[src/rtl/spi_cap_pkg.sv]
// +----------------------------------------------------------------------------+
// | spi_cap_pkg                                                                |
// | Shared constants and types for the SPI frame capture block.                |
// | Rev 1.0 - initial release                                                  |
// +----------------------------------------------------------------------------+
`default_nettype none

package spi_cap_pkg;

  localparam int FRAME_BITS_DEF = 96;
  localparam int NUM_SLOTS_DEF  = 7;
  localparam int SLOT_W         = 3;

  localparam logic [0:0] ST_IDLE  = 1'b0;
  localparam logic [0:0] ST_SHIFT = 1'b1;

  typedef struct packed {
    logic [SLOT_W-1:0]         slot;
    logic [FRAME_BITS_DEF-1:0] data;
  } frame_entry_t;

endpackage : spi_cap_pkg

`default_nettype wire

[src/rtl/spi_cap_fifo.sv]
// +----------------------------------------------------------------------------+
// | spi_cap_fifo                                                               |
// | Synchronous FIFO, registered storage with a combinational head read.       |
// | Rev 1.0 - initial release                                                  |
// +----------------------------------------------------------------------------+
`default_nettype none

module spi_cap_fifo #(
  parameter int WIDTH = 8,
  parameter int DEPTH = 4
) (
  input  logic             clk_i,
  input  logic             rst_ni,
  input  logic             push_i,
  input  logic [WIDTH-1:0] wdata_i,
  input  logic             pop_i,
  output logic [WIDTH-1:0] rdata_o,
  output logic             full_o,
  output logic             empty_o,
  output logic             drop_o
);

  localparam int AW = $clog2(DEPTH);

  logic [AW:0]      wr_ptr_q;
  logic [AW:0]      rd_ptr_q;
  logic [WIDTH-1:0] mem_q [DEPTH];
  logic             w_do_push;
  logic             w_do_pop;

  assign empty_o = (wr_ptr_q == rd_ptr_q);
  assign full_o  = (wr_ptr_q[AW] != rd_ptr_q[AW]) &&
                   (wr_ptr_q[AW-1:0] == rd_ptr_q[AW-1:0]);

  // A simultaneous pop frees the slot the push needs, so full alone does not drop.
  assign w_do_pop  = pop_i & ~empty_o;
  assign w_do_push = push_i & (~full_o | w_do_pop);
  assign drop_o    = push_i & ~w_do_push;

  always_ff @(posedge clk_i or negedge rst_ni) begin
    if (!rst_ni) begin
      wr_ptr_q <= '0;
      rd_ptr_q <= '0;
    end else begin
      if (w_do_push) wr_ptr_q <= wr_ptr_q + (AW+1)'(1);
      if (w_do_pop)  rd_ptr_q <= rd_ptr_q + (AW+1)'(1);
    end
  end

  always_ff @(posedge clk_i) begin
    if (w_do_push) mem_q[wr_ptr_q[AW-1:0]] <= wdata_i;
  end

  assign rdata_o = mem_q[rd_ptr_q[AW-1:0]];

endmodule : spi_cap_fifo

`default_nettype wire

[src/rtl/spi_frame_capture.sv]
// +----------------------------------------------------------------------------+
// | spi_frame_capture                                                          |
// | Oversamples SPI MOSI into slot-tagged frames queued on a valid/ready port. |
// | Optional macro SPI_CAP_SLOT_CHECK_EN: one-hot slot check and slot_err.     |
// | Rev 1.0 - initial release                                                  |
// +----------------------------------------------------------------------------+
`default_nettype none

module spi_frame_capture
  import spi_cap_pkg::*;
#(
  parameter int FRAME_BITS = FRAME_BITS_DEF,
  parameter int NUM_SLOTS  = NUM_SLOTS_DEF,
  parameter int FIFO_DEPTH = 4
) (
  input  logic                  sys_clk,
  input  logic                  sys_rst_n,
  input  logic                  spi_clk,
  input  logic                  spi_cs,
  input  logic                  spi_mosi,
  input  logic [NUM_SLOTS-1:0]  slot_sel,
  output logic                  frame_valid,
  input  logic                  frame_ready,
  output logic [FRAME_BITS-1:0] frame_data,
  output logic [SLOT_W-1:0]     frame_slot,
  output logic                  frame_abort,
  output logic                  overflow,
`ifdef SPI_CAP_SLOT_CHECK_EN
  output logic                  slot_err,
`endif
  input  logic                  ovf_clr
);

  localparam int               CNT_W    = $clog2(FRAME_BITS);
  localparam int               ENTRY_W  = SLOT_W + FRAME_BITS;
  localparam logic [CNT_W-1:0] LAST_BIT = CNT_W'(FRAME_BITS - 1);

  logic                  clk_r0_q;
  logic                  clk_r1_q;
  logic                  mosi_r0_q;
  logic                  mosi_r1_q;
  logic [0:0]            state_q;
  logic [0:0]            state_d;
  logic [CNT_W-1:0]      bit_cnt_q;
  logic [CNT_W-1:0]      bit_cnt_d;
  logic [FRAME_BITS-1:0] shift_q;
  logic [FRAME_BITS-1:0] shift_d;
  logic                  abort_q;
  logic                  abort_d;
  logic                  overflow_q;

  logic                  w_rise;
  logic                  w_push;
  logic                  w_pop;
  logic [FRAME_BITS-1:0] w_frame;
  logic [SLOT_W-1:0]     w_slot_bin;
  logic [SLOT_W-1:0]     w_slot_tag;
  logic [ENTRY_W-1:0]    w_head;
  logic                  w_full;
  logic                  w_empty;
  logic                  w_drop;

  // spi_cs is deliberately left unsynchronised so frame boundaries line up
  // cycle-for-cycle with the slot detector that produces slot_sel.
  always_ff @(posedge sys_clk or negedge sys_rst_n) begin
    if (!sys_rst_n) begin
      clk_r0_q  <= 1'b0;
      clk_r1_q  <= 1'b0;
      mosi_r0_q <= 1'b0;
      mosi_r1_q <= 1'b0;
    end else begin
      clk_r0_q  <= spi_clk;
      clk_r1_q  <= clk_r0_q;
      mosi_r0_q <= spi_mosi;
      mosi_r1_q <= mosi_r0_q;
    end
  end

  assign w_rise  = clk_r0_q & ~clk_r1_q;
  assign w_frame = {shift_q[FRAME_BITS-2:0], mosi_r1_q};

  always_comb begin
    state_d   = state_q;
    bit_cnt_d = bit_cnt_q;
    shift_d   = shift_q;
    abort_d   = 1'b0;
    w_push    = 1'b0;
    case (state_q)
      ST_IDLE: begin
        bit_cnt_d = '0;
        if (!spi_cs) state_d = ST_SHIFT;
      end
      ST_SHIFT: begin
        if (spi_cs) begin
          state_d   = ST_IDLE;
          bit_cnt_d = '0;
          abort_d   = (bit_cnt_q != '0);
        end else if (w_rise) begin
          shift_d = w_frame;
          if (bit_cnt_q == LAST_BIT) begin
            bit_cnt_d = '0;
            w_push    = 1'b1;
          end else begin
            bit_cnt_d = bit_cnt_q + CNT_W'(1);
          end
        end
      end
      default: begin
        state_d   = ST_IDLE;
        bit_cnt_d = '0;
      end
    endcase
  end

  always_ff @(posedge sys_clk or negedge sys_rst_n) begin
    if (!sys_rst_n) begin
      state_q   <= ST_IDLE;
      bit_cnt_q <= '0;
      shift_q   <= '0;
      abort_q   <= 1'b0;
    end else begin
      state_q   <= state_d;
      bit_cnt_q <= bit_cnt_d;
      shift_q   <= shift_d;
      abort_q   <= abort_d;
    end
  end

  // Descending scan so the lowest set flag is the last assignment and wins.
  always_comb begin
    w_slot_bin = '0;
    for (int i = NUM_SLOTS - 1; i >= 0; i--) begin
      if (slot_sel[i]) w_slot_bin = SLOT_W'(i + 1);
    end
  end

`ifdef SPI_CAP_SLOT_CHECK_EN
  logic w_slot_bad;
  logic slot_err_q;

  assign w_slot_bad = (slot_sel == '0) ||
                      ((slot_sel & (slot_sel - NUM_SLOTS'(1))) != '0);
  assign w_slot_tag = w_slot_bad ? '0 : w_slot_bin;

  always_ff @(posedge sys_clk or negedge sys_rst_n) begin
    if (!sys_rst_n) begin
      slot_err_q <= 1'b0;
    end else if (w_push && w_slot_bad) begin
      slot_err_q <= 1'b1;
    end else if (ovf_clr) begin
      slot_err_q <= 1'b0;
    end
  end

  assign slot_err = slot_err_q;
`else
  assign w_slot_tag = w_slot_bin;
`endif

  spi_cap_fifo #(
    .WIDTH (ENTRY_W),
    .DEPTH (FIFO_DEPTH)
  ) u_fifo (
    .clk_i   (sys_clk),
    .rst_ni  (sys_rst_n),
    .push_i  (w_push),
    .wdata_i ({w_slot_tag, w_frame}),
    .pop_i   (w_pop),
    .rdata_o (w_head),
    .full_o  (w_full),
    .empty_o (w_empty),
    .drop_o  (w_drop)
  );

  // Drop wins over a same-cycle clear so a fresh loss is never hidden.
  always_ff @(posedge sys_clk or negedge sys_rst_n) begin
    if (!sys_rst_n) begin
      overflow_q <= 1'b0;
    end else if (w_drop) begin
      overflow_q <= 1'b1;
    end else if (ovf_clr) begin
      overflow_q <= 1'b0;
    end
  end

  assign frame_valid = ~w_empty;
  assign w_pop       = frame_valid & frame_ready;
  assign frame_data  = frame_valid ? w_head[FRAME_BITS-1:0] : '0;
  assign frame_slot  = frame_valid ? w_head[ENTRY_W-1 -: SLOT_W] : '0;
  assign frame_abort = abort_q;
  assign overflow    = overflow_q;

  logic w_unused;
  assign w_unused = w_full;

endmodule : spi_frame_capture

`default_nettype wire

[config.mk]
export PLATFORM = sky130hd
export DESIGN_NAME = spi_frame_capture
export DESIGN_NICKNAME = d
export VERILOG_FILES = /design/src/rtl/spi_cap_pkg.sv /design/src/rtl/spi_cap_fifo.sv /design/src/rtl/spi_frame_capture.sv
export SDC_FILE = /design/constraint.sdc
export NUM_CORES = 1
export LEC_CHECK = 0
export CAP_MARGIN = 10
export CORE_MARGIN = 2
export CORE_UTILIZATION = 40
export DETAILED_ROUTE_END_ITERATION = 8
export HOLD_SLACK_MARGIN = 0.03
export PLACE_DENSITY = 0.55
export SLEW_MARGIN = 0
export SYNTH_ARGS = -nofsm -noshare
export SYNTH_HDL_FRONTEND = slang
export SYNTH_SLANG_ARGS = --single-unit
[constraint.sdc]
create_clock -name sys_clk -period 8.78 [get_ports sys_clk]
set_input_delay 2.195 -clock sys_clk [delete_from_list [all_inputs] [get_ports sys_clk]]
set_output_delay 2.195 -clock sys_clk [all_outputs]
set_load 0.01 [all_outputs]
==> results.py <==
metrics = {
    "logic_synthesis": {
        "synth_flop_cell": "edfxtp_1",
        "synth-seq-cells": 511,
        "syn_inst": 932,
        "yosysWarnings": 0,
        "synth_most_common_cell": "edfxtp_1",
        "synth_commonest_cells": "edfxtp_1 (396), dfrtp_1 (115), and2_1 (103)",
        "synth_area_um2": 19570,
        "synth_edf_count": 396,
        "yosys.area.top_type": "edfxtp_1",
        "synth_fp_nets": 953,
        "synth_top_area_frac": 0.6078,
        "ys_seq_area_frac": 0.7548,
        "synthArstFlopShare": 0.2250,
        "avgSynthCellArea_um2": 20.99,
        "synthTopCellsByArea": "edfxtp_1 (61%), dfrtp_1 (15%), mux4_2 (11%), mux2_2 (5.5%), and2_1 (3.3%)",
        "synthDistinctLibCells": 36,
    },
    "finish": {
        "diodes": 0,
        "stdcell_count": 1730,
        "n_fill_cell": 4070,
        "drive_above_1_share": 0.2626,
        "final_area_um2": 22990,
        "finalNetCount": 1086,
        "syn_to_final_growth_pct": 17.52,
    },
    "worst_setup_path": {
        "worstSetupPathType": "reg2out",
        "crit_chain": "buf_4 > buf_4 > mux4_2 > and2_1 > clkdlybuf4s50_1",
        "critical_path_peak_fanout": 37,
        "endpoint": "frame_data[30]",
        "crit_path_end_kind": "primary output",
        "required_ns": 6.59,
        "critPathLaunch": "u_fifo.rd_ptr_q[0]",
        "cp_slowest_stage_delay_ns": 0.89,
        "crit_slowest_cell": "dfrtp_4",
        "reg2reg_from": "clk_r1_q",
        "critPathLaunchType": "flip-flop",
        "path_common_cell": "buf_4",
        "arrival_ns": 4.32,
        "r2r-end": "u_fifo.mem_q[1][24]",
        "r2r.worst_path.cells": 5,
        "rrSetupSlack_ns": 5.03,
    },
    "sta": {
        "grt_setup_unrepaired": "false",
        "worst_pin_slew_ns": 1.134,
        "fin_crit_sh": 0.7419,
        "slew_headroom": 0.2440,
        "finalHoldViolations": 0,
        "hold_ws_ns": 0.3459,
        "setup_viol": 0,
        "maxSlewViolCount": 0,
        "fin_ws_ns": 2.266,
        "fin_skew_ns": 0.01674,
        "fmax_mhz": 153.5,
        "min_period_ns": 6.514,
        "setup_tns_ns": 0,
    },
    "pwr": {
        "ir_drop_mv": 0.1600,
        "pwr_density_cell_nw_per_um2": 247.0,
        "p_leak_nw": 8.572,
    },
    "place": {
        "placedCellCount": 1633,
        "dp_slack_ns": 2.555,
        "gp_congestion": 0.6724,
        "io_buffer_count": 115,
        "dp_hpwl_mm": 18.80,
        "placed_cell_area_um2": 21270,
    },
    "routing": {
        "drt-wirelength-per-cell_um": 21.13,
        "firstDrtPassIters": 4,
        "antenna_left": 0,
        "viasPerCell": 5.090,
        "drtIter0Drc": 440,
        "finalWirelength_mm": 36.55,
        "routed-via-count": 8805,
        "drc": 0,
    },
    "flow_run": {
        "drv_cap": 0,
    },
    "die": {
        "row_count": 81,
        "die_w_um": 225.2,
        "die-area_um2": 50700,
        "core-area_um2": 48650,
        "initial_core_util": 0.4022,
        "num_io_pins": 116,
        "die-height_um": 225.2,
    },
    "cts": {
        "cts_root_buf": "clkbuf_16",
        "cts_resized": 0,
        "post_cts_buffers": 0,
        "cts.sinks": 511,
        "clockBufferDepth": 3,
        "clk_latency_ns": 0.58,
        "cts_max_level": 2,
        "cts_made_buffers": 52,
        "clk_pin_slew_ns": 0.06,
        "hold_buffers": 0,
        "cts_tree": "done",
    },
    "grt": {
        "antenna_found_initial": 0,
        "grt_pass1_vias": 9341,
        "grt_pass1_wl_mm": 56.75,
        "grt_use_total": 0.1488,
        "overflow": 0,
        "grt_max_degree": 88,
    },
    "status": {
        "status": "complete, no violations",
    },
    "min_path": {
        "hold_class": "reg2reg",
    },
}
[through the flow]
step                power, mW    util
global route            5.916  0.4727
global placement        3.543  0.4372
finish                  5.680  0.4727
floorplan               3.265       -
detailed placement      3.550  0.4372
CTS                     5.780  0.4727
[layer usage]
layer,global-route usage,routed length [um],vias up
met1,0.2059,16740,4653
met4,0.03824,697,0
met5,0,0,-
met3,0.02986,1335,57
met2,0.2429,17780,147
li1,-,-,3948
[worst max-delay path, delay by kind of cell (launching register included)]
kind / cells / cell delay, ns
buffers and inverters: 3 / 1.99
and+or+nand+nor: 1 / 0.25
DFF: 1 / 0.89
muxes: 1 / 0.58
[cells by family after synthesis]
group,synth area share
AOI/OAI and AO/OA,0.003517
muxes,0.1710
adders and majority gates,0.004476
and+or+nand+nor,0.04412
xor gates and xnor gates,0.004029
DFF,0.7548
buffers and inverters,0.01803
[worst min-delay path by stage]
stage | from | end | slack, ns | depth (start not counted)
5_1_grt | mosi_r0_q | mosi_r1_q | 0.35 | 0
2_1_floorplan | mosi_r0_q | mosi_r1_q | 0.33 | 0
4_1_cts | mosi_r0_q | mosi_r1_q | 0.35 | 0
3_5_place_dp | mosi_r0_q | mosi_r1_q | 0.34 | 0
3_3_place_gp | mosi_r0_q | mosi_r1_q | 0.33 | 0
6_report | mosi_r0_q | mosi_r1_q | 0.35 | 0
[flip-flops by register name (all words and copies together), names as in the netlist]
signal	flops
clk_r0_q	1
state_q	1
bit_cnt_q	7
frame_abort	1
mosi_r1_q	1
u_fifo.rd_ptr_q	3
shift_q	95
clk_r1_q	1
mosi_r0_q	1
overflow	1
u_fifo.wr_ptr_q	3
u_fifo.mem_q	396
[layout by cell type, fill, tap and decap left out, types with 9 or more instances in the layout]
cell	n
buf_4	10
clkbuf_16	53
clkdlybuf4s50_1	114
mux4_2	99
mux2_2	96
inv_1	9
clkbuf_1	15
and2_1	99
edfxtp_1	396
dfrtp_1	113
[cell type report]
type	count	area, um2	area share
Clock inverter	24	271.5	0.01181
Timing Repair Buffer	125	1227	0.05338
Clock buffer	73	1451	0.06312
Tap cell	622	778.2	0.03385
Inverter	9	33.78	0.001469
Multi-Input combinational cell	366	4454	0.1937
Sequential cell	511	14780	0.6427
[power breakdown]
part	internal (mW)	switching [mW]
Sequential	2.61	0.0992
Combinational	0.382	0.372
Clock	1.33	0.891
Total	4.32	1.36
Note: power is estimated with default switching activity, not from simulation.
